$ cat src/rtl/pulse_pkg.sv
// Shared types and defaults for the pulse burst scheduler.
package pulse_pkg;

    typedef enum logic [1:0] {
        IDLE,
        GRANT,
        RUN,
        DONE
    } pulse_sched_state_t;

    localparam int unsigned CNT_W_DEFAULT = 8;

endpackage

$ cat src/rtl/rr_arbiter.sv
// Combinational round-robin arbiter: the first request strictly after the pointer wins.
module rr_arbiter #(
    parameter int unsigned NUM_REQ = 2
) (
    input  logic [NUM_REQ-1:0]         i_req,
    input  logic [$clog2(NUM_REQ)-1:0] i_ptr,
    output logic [NUM_REQ-1:0]         o_win_oh,
    output logic [$clog2(NUM_REQ)-1:0] o_win_idx
);

    localparam int unsigned IDX_W = $clog2(NUM_REQ);

    logic [IDX_W:0]   w_sum;
    logic [IDX_W-1:0] w_cand;
    logic             w_found;

    always_comb begin
        o_win_oh  = '0;
        o_win_idx = '0;
        w_sum     = '0;
        w_cand    = '0;
        w_found   = 1'b0;
        // Walk pointer+1 .. pointer+NUM_REQ, wrapping modulo NUM_REQ.
        for (int unsigned i = 1; i <= NUM_REQ; i++) begin
            w_sum = {1'b0, i_ptr} + (IDX_W + 1)'(i);
            if (w_sum >= (IDX_W + 1)'(NUM_REQ)) begin
                w_sum = w_sum - (IDX_W + 1)'(NUM_REQ);
            end
            w_cand = w_sum[IDX_W-1:0];
            if (!w_found && i_req[w_cand]) begin
                w_found          = 1'b1;
                o_win_oh[w_cand] = 1'b1;
                o_win_idx        = w_cand;
            end
        end
    end

endmodule

$ cat src/rtl/pulse_burst_sched.sv
// Round-robin scheduler sharing one pulse-burst generator between NUM_REQ requesters.
module pulse_burst_sched
    import pulse_pkg::*;
#(
    parameter int unsigned NUM_REQ = 2,
    parameter int unsigned CNT_W   = CNT_W_DEFAULT
) (
    input  logic                         i_clk,
    input  logic                         i_rst,
    input  logic [NUM_REQ-1:0]           i_req,
    input  logic [NUM_REQ*CNT_W-1:0]     i_req_period,
    input  logic [NUM_REQ*CNT_W-1:0]     i_req_count,
    input  logic                         i_abort,
    output logic [NUM_REQ-1:0]           o_grant,
    output logic [NUM_REQ-1:0]           o_done,
    output logic                         o_aborted,
    output logic                         o_busy,
    output logic [$clog2(NUM_REQ)-1:0]   o_owner,
    output logic                         o_pulse,
    output logic [CNT_W-1:0]             o_clk_count,
    output logic [CNT_W-1:0]             o_pulse_count
);

    localparam int unsigned IDX_W = $clog2(NUM_REQ);

    pulse_sched_state_t r_state;
    logic [IDX_W-1:0]   r_ptr;
    logic [IDX_W-1:0]   r_owner;
    logic [CNT_W-1:0]   r_period;
    logic [CNT_W-1:0]   r_count;
    logic [CNT_W-1:0]   r_clk_count;
    logic [CNT_W-1:0]   r_pulse_count;
    logic [NUM_REQ-1:0] r_grant;
    logic [NUM_REQ-1:0] r_done;
    logic               r_aborted;
    logic               r_busy;

    logic [NUM_REQ-1:0] w_win_oh;
    logic [IDX_W-1:0]   w_win_idx;
    logic [CNT_W-1:0]   w_sel_period;
    logic [CNT_W-1:0]   w_sel_count;
    logic [NUM_REQ-1:0] w_owner_oh;
    logic               w_pulse;
    logic               w_last_phase;
    logic [CNT_W-1:0]   w_pc_next;

    rr_arbiter #(
        .NUM_REQ (NUM_REQ)
    ) u_arb (
        .i_req     (i_req),
        .i_ptr     (r_ptr),
        .o_win_oh  (w_win_oh),
        .o_win_idx (w_win_idx)
    );

    always_comb begin
        w_sel_period = '0;
        w_sel_count  = '0;
        for (int unsigned i = 0; i < NUM_REQ; i++) begin
            if (w_win_oh[i]) begin
                w_sel_period = i_req_period[i*CNT_W +: CNT_W];
                w_sel_count  = i_req_count[i*CNT_W +: CNT_W];
            end
        end
    end

    assign w_owner_oh   = NUM_REQ'(1) << r_owner;
    assign w_pulse      = (r_state == RUN) && (r_clk_count == '0);
    assign w_last_phase = (r_clk_count == r_period - CNT_W'(1));
    // Count including a pulse emitted this cycle, so P=1 bursts stop on time.
    assign w_pc_next    = r_pulse_count + CNT_W'(w_pulse);

    always_ff @(posedge i_clk) begin
        if (i_rst) begin
            r_state       <= IDLE;
            r_ptr         <= IDX_W'(NUM_REQ - 1);
            r_owner       <= '0;
            r_period      <= '0;
            r_count       <= '0;
            r_clk_count   <= '0;
            r_pulse_count <= '0;
            r_grant       <= '0;
            r_done        <= '0;
            r_aborted     <= 1'b0;
            r_busy        <= 1'b0;
        end else begin
            r_grant   <= '0;
            r_done    <= '0;
            r_aborted <= 1'b0;
            unique case (r_state)
                IDLE: begin
                    if (|i_req) begin
                        r_state       <= GRANT;
                        r_owner       <= w_win_idx;
                        r_ptr         <= w_win_idx;
                        r_period      <= (w_sel_period == '0) ? CNT_W'(1) : w_sel_period;
                        r_count       <= w_sel_count;
                        r_grant       <= w_win_oh;
                        r_busy        <= 1'b1;
                        r_clk_count   <= '0;
                        r_pulse_count <= '0;
                    end
                end
                GRANT: begin
                    if ((r_count == '0) || i_abort) begin
                        r_state   <= DONE;
                        r_done    <= w_owner_oh;
                        r_aborted <= i_abort;
                    end else begin
                        r_state <= RUN;
                    end
                end
                RUN: begin
                    r_pulse_count <= w_pc_next;
                    r_clk_count   <= w_last_phase ? '0 : r_clk_count + CNT_W'(1);
                    if (i_abort || (w_last_phase && (w_pc_next == r_count))) begin
                        r_state   <= DONE;
                        r_done    <= w_owner_oh;
                        r_aborted <= i_abort;
                    end
                end
                DONE: begin
                    r_state <= IDLE;
                    r_busy  <= 1'b0;
                end
                default: r_state <= IDLE;
            endcase
        end
    end

    assign o_grant       = r_grant;
    assign o_done        = r_done;
    assign o_aborted     = r_aborted;
    assign o_busy        = r_busy;
    assign o_owner       = r_owner;
    assign o_pulse       = w_pulse;
    assign o_clk_count   = r_clk_count;
    assign o_pulse_count = r_pulse_count;

endmodule
$ cat config.mk
export PLATFORM = sky130hd
export DESIGN_NAME = pulse_burst_sched
export DESIGN_NICKNAME = d
export VERILOG_FILES = /design/src/rtl/pulse_pkg.sv /design/src/rtl/rr_arbiter.sv /design/src/rtl/pulse_burst_sched.sv
export SDC_FILE = /design/constraint.sdc
export NUM_CORES = 1
export LEC_CHECK = 0
export CORE_AREA = 4 4 75 77
export CTS_BUF_LIST = sky130_fd_sc_hd__clkbuf_2
export DETAILED_ROUTE_END_ITERATION = 10
export DIE_AREA = 0 0 79 81
export GPL_ROUTABILITY_DRIVEN = 0
export PLACE_DENSITY = 0.91
export RECOVER_POWER = 25
export REMOVE_ABC_BUFFERS = 1
export SYNTH_ARGS = -nofsm -noshare
export SYNTH_HDL_FRONTEND = slang
export SYNTH_SLANG_ARGS = --single-unit
export TNS_END_PERCENT = 50
$ cat constraint.sdc
create_clock -name i_clk -period 3.7 [get_ports i_clk]
set_clock_uncertainty 0.15 [all_clocks]
set_input_delay 0.555 -clock i_clk [delete_from_list [all_inputs] [get_ports i_clk]]
set_output_delay 0.555 -clock i_clk [all_outputs]
set_load 0.01 [all_outputs]
# Word level (Yosys, flattened, before mapping)

Index checks and enable logic that the tools add are counted.
Widths: inputs -> output; s select.

Add/sub/neg operators: 7
Shift operators: 1
Mux-type cells: 36
Reductions and logical operators: 20
Equality and inequality tests: 7
Bitwise operators: 3
Order comparisons: 6

Operators by type and width:

| kind                | number |
|---|---|
| $mux 8              | 7 |
| $pmux 8 s2          | 2 |
| $logic_not 8->1     | 3 |
| $eq 8x8->1          | 2 |
| $mux 1              | 15 |
| $mux 2              | 6 |
| $add 8x1->8         | 1 |
| $add 8x1->8 const B | 1 |
| $pmux 2 s4          | 1 |
| $reduce_and 2->1    | 4 |
| $sub 8x1->8 const B | 1 |
| $logic_and 1x1->1   | 5 |
| $eq 2x2->1 const B  | 2 |
| $ge 2x2->1 const B  | 2 |
| $lt 1x2->1 const B  | 2 |
| $pmux 1 s2          | 2 |
| $pmux 2 s2          | 1 |
| $reduce_bool 2->1   | 2 |
| $reduce_or 3->1     | 1 |
| $add 1x1->2 const B | 1 |
| $add 1x2->2 const B | 1 |
| $demux 1 s1         | 2 |
| $eq 2x1->1 const B  | 1 |
| $ge 1x1->1 const B  | 2 |
| 10 further kinds    | 13 |

Input bits: 37
Word-level logic and storage cells: 91
Flip-flop bits (word level): 42

# Depth between registers and ports, before layout

Depth in word-level cells: 14
Gate-level depth with buffers: 14
Depth with buffers taken out: 14

# Cells and area by module

From an unflattened synthesis, not the netlist that was laid out.

Cell total of the unflattened synthesis: 297
Area total of the unflattened synthesis: 2439.8 sq um

Modules (own cells, without submodules):

| module            | cells each | times used | seq. area each (sq um) | area each (sq um) |
|---|---|---|---|---|
| pulse_burst_sched | 293        | 1          | 840.8                  | 2413.6 |
| rr_arbiter        | 4          | 1          | 0.0                    | 26.3 |

# Worst setup path before layout

Ideal clock, no wire load.

Path type: register -> register
Start: register r_state[0]
End: register r_state[0]
Clock period less this slack: 3.095 ns
Slack: 0.605 ns
Stages on the path, launching flop included: 14
Data required time: 3.428 ns
Setup time: 0.122 ns
Arrival time: 2.823 ns
Cell sequence: dfxtp_1 inv_1 ha_1 inv_1 nor2_1 and4b_1 ha_1 ha_1 nand3_1 nor2_1 and4b_1 o22a_1 a41o_4 o311a_1

Cells in the longest elaborated chain, start to end: 8

RTL lines:

| item                              | line                     | source |
|---|---|---|
| start, declared                   | pulse_burst_sched.sv:26  | `pulse_sched_state_t r_state;` |
| start signal, assigned            | pulse_burst_sched.sv:75  | `r_state <= IDLE;` |
| start signal, assigned            | pulse_burst_sched.sv:93  | `r_state <= GRANT;` |
| start signal, assigned            | pulse_burst_sched.sv:106 | `r_state <= DONE;` |
| $eq 2x2->1                        | pulse_burst_sched.sv:68  | `assign w_pulse = (r_state == RUN) && (r_clk_count == '0);` |
| $logic_and 1x1->1                 | pulse_burst_sched.sv:68  |  |
| via o_pulse                       | pulse_burst_sched.sv:19  | `output logic o_pulse,` |
| $add 8x1->8                       | pulse_burst_sched.sv:71  | `assign w_pc_next = r_pulse_count + CNT_W'(w_pulse);` |
| $eq 8x8->1                        | pulse_burst_sched.sv:116 | `if (i_abort \|\| (w_last_phase && (w_pc_next == r_count))) begin` |
| $logic_and 1x1->1                 | pulse_burst_sched.sv:116 |  |
| $logic_or 1x1->1                  | pulse_burst_sched.sv:116 |  |
| $ne 2x1->1 (no source line)       | --                       |  |
| $reduce_and 2->1 (no source line) | --                       |  |

The timed path passes the listed nets, and every way through them passes these cells.
A chain may end at the register's enable or synchronous reset.

# Worst setup path in the final report

Start: register r_state[0]
End: register r_state[1]

Cells in the longest elaborated chain, start to end: 8

RTL lines:

| item                              | line |
|---|---|
| $eq 2x2->1                        | pulse_burst_sched.sv:68, pulse_burst_sched.sv:90 |
| $logic_and 1x1->1                 | pulse_burst_sched.sv:68 |
| $add 8x1->8                       | pulse_burst_sched.sv:71 |
| $eq 8x8->1                        | pulse_burst_sched.sv:116 |
| $logic_and 1x1->1                 | pulse_burst_sched.sv:116 |
| $logic_or 1x1->1                  | pulse_burst_sched.sv:116 |
| $ne 2x1->1 (no source line)       | -- |
| $reduce_and 2->1 (no source line) | -- |

Several ways; a longest one is shown, not always the timed one.

==> flow_summary_export.csv <==
group,metric,value,unit
clock_network,cts_hold_buf,0,
sta,worst_slew_pin_slew,1637,ps
critical_path,reg2reg_depth,14,
critical_path,crit_type,"reg2reg",
synth,syn_area_per_cell,8.460,µm²
synth,ys_async_sr_fraction,0,%
sta,timing.fmax,290.2,MHz
clock_network,clock_latency,430,ps
synth,synth_top_family_by_area,"compound AO/OA/AOI/OAI gates",
hold_path,hp-class,"reg2reg",
detailed_routing,ant_nets,0,
pwr,p_leak,1.154,nW
clock_network,path_clk_slew,230,ps
synth,synth_warnings,0,
synth,synth_xor_area_share,7.881,%
critical_path,end_kind,"flip-flop",
clock_network,cts_root_buf,"clkbuf_2",
run_status,outcome,"complete, but fails checks",
placement,port_buffers,60,
final_layout,design_area,3166,µm²
final_layout,syn2layout_area_growth,29.48,%
synth,ys_seq_elements,42,
synth,synth_cells,289,
detailed_routing,drt-wirelength-per-cell,15.11,µm
synth,synth_edf_count,0,
pwr,power.total,0.001825,W
final_layout,drive_above_1_share,5.187,%
detailed_routing,drt-initial-drc-count,140,
floorplan,core-area,5010,µm²
global_route,grt-ovfl-total,0,
sta,tns,0,ps
critical_path,cp.required,3940,ps
synth,synthTopCellsByArea,"dfxtp_1 34%, ha_1 5.1%, xnor2_1 4.7%",
pwr,peakVddDrop,0.3808,mV
sta,grt_setup_unrepaired,"false",
job,max-cap-violations,1,
placement,place_area,3099,µm²
sta,relSlewSlack,-9.146,%
global_route,grt_usage,20.02,%
final_layout,nets,393,
final_layout,antenna_cells,0,
global_route,grt_pass1_vias,2311,
detailed_routing,vias,2406,
sta,timing.final.crit_share,93.13,%
detailed_routing,dr.pass1.iters,4,
synth,synth_top_cell_area_share,34.39,%
synth,yosysTopAreaCell,"dfxtp_1",
detailed_routing,drc,0,
sta,drv_slew,38,
global_route,antenna_found_initial,0,
synth,synth_compound_area_share,24.56,%
critical_path,cp_max_fo,6,
synth,synth_cell_types,51,
pwr,power_density,576.6,nW/µm²
floorplan,die-area,6399,µm²
clock_network,postCtsSetupRepairBufs,0,
floorplan,io_pins,61,
critical_path,cp_data_arrival_time,3680,ps
synth,syn_area,2445,µm²
synth,yosysMostFrequentCell,"dfxtp_1",
hold_path,holdPathStages,1,
detailed_routing,routed_wl,6.302,mm
clock_network,cts_buffers,5,
clock_network,h-tree-depth,2,
floorplan,start_util,48.80,%
clock_network,cts_resized,0,
synth,synth_ff_type,"dfxtp_1",
floorplan,die_w,79,µm
synth,yosys.area_share.simple,23.34,%
floorplan,die_h,81,µm
placement,hpwlAfterDp,4.778,mm
critical_path,critPathLaunchType,"flip-flop",
clock_network,cts_tree,"done",
sta,fin_crit,3446,ps
sta,setup_viol,0,
clock_network,clock_sinks,42,
detailed_routing,via_per_inst,5.770,
global_route,grt_start_max_net_pins,38,
synth,synth_common_cells,"42 x dfxtp_1, 30 x nor2_1, 16 x a21oi_1, 16 x nand2_1, 14 x a22oi_1",
synth,synth_fa_ha_area_share,5.118,%
run_status,failed_checks,"capacitance limit, slew limit",
sta,finalHoldViolCount,0,
synth,yosys-mux-area-fraction,0.4094,%
clock_network,clk_path_buf_depth,2,
global_route,grt_pass1_wl,10.36,mm
floorplan,row_count,26,
synth,yosysSeqAreaShare,34.39,%
[where the power goes]
part	total [W]	internal, W	switching, W
clock	0.000280	0.000113	0.000167
combinational	0.000907	0.000383	0.000524
sequential	0.000638	0.000544	0.0000944
total	0.00183	0.00104	0.000785
[worst paths after layout]
| check | start | endpoint | slack (ps) |
|---|---|---|---|
| setup / recovery | r_state[0] | r_state[1] | 250 |
| hold / removal | o_owner | o_done[0] | 360 |
| setup reg to reg | r_state[0] | r_state[1] | 250 |
| hold reg to reg | o_owner | o_done[0] | 360 |
[logic make-up (layout without fill, tap and decap cells)]
family	Yosys count	count (layout)
multiplexers	1	1
adder cells (fa/ha/maj)	10	10
buffers and inverters	24	82
flip-flops	42	42
AO/OA/AOI/OAI	84	84
AND/OR/NAND/NOR	106	106
XOR/XNOR	22	22
[through the flow]
step | hold WS, ps | util [%] | std cells | worst slack (ps)
2_1_floorplan | 303.2 | - | 274 | 600.6
3_3_place_gp | 318.5 | 61.86 | 409 | 518.9
3_5_place_dp | 325.7 | 61.86 | 409 | 340.0
4_1_cts | 368.0 | 63.26 | 417 | 296.3
5_1_grt | 375.6 | 63.19 | 417 | 3.608
6_report | 361.5 | 63.19 | 417 | 254.4
[critical path, stage by stage, from the launching register on]
cell and delay (ps):
dfxtp_1 390, inv_1 150, ha_1 270, inv_1 140, nor2_1 150, and4b_1 230, ha_1 200, ha_1 260
nand3_1 210, nor2_1 160, and4b_1 210, o22a_1 220, a41o_4 280, o21ai_1 180, mux2i_1 190
[cells in the final DEF, fill, tap and decap left out, drive strengths merged, types with 3 or more instances in the layout]
cell / count
nand4: 7
nor3: 10
xor2: 9
o21ai: 15
o21a: 3
a221oi: 5
a211oi: 11
nor3b: 4
dlygate4sd3: 3
nor2: 30
and3: 5
buf: 4
clkbuf: 6
nand2: 16
clkdlybuf4s50: 57
nor4: 6
a22oi: 14
inv: 9
nand3: 7
nand2b: 8
xnor2: 13
dfxtp: 42
ha: 10
nor2b: 3
a21oi: 17
a31oi: 4
[flip-flops by register name, summed over array words and instances (netlist names)]
name / flops
o_aborted: 1
o_busy: 1
o_clk_count: 8
o_done: 2
o_grant: 2
o_owner: 1
o_pulse_count: 8
r_count: 8
r_period: 8
r_ptr: 1
r_state: 2
[layout make-up]
cell class	instances	area [µm²]
Inverter	9	33.78
Clock buffer	5	25.02
Fill cell	441	1844
Tap cell	70	87.58
Clock inverter	3	45.04
Sequential cell	42	840.8
Timing Repair Buffer	65	634.4
Multi-Input combinational cell	223	1499
[layer usage]
metal	wire, µm	track usage (%)	up-vias
met3	301	4.102	12
met5	0	0	-
li1	-	-	1186
met4	121	8.419	0
met2	3104	33.75	68
met1	2775	24.90	1140
No activity file was read; power rests on OpenSTA's default activity.
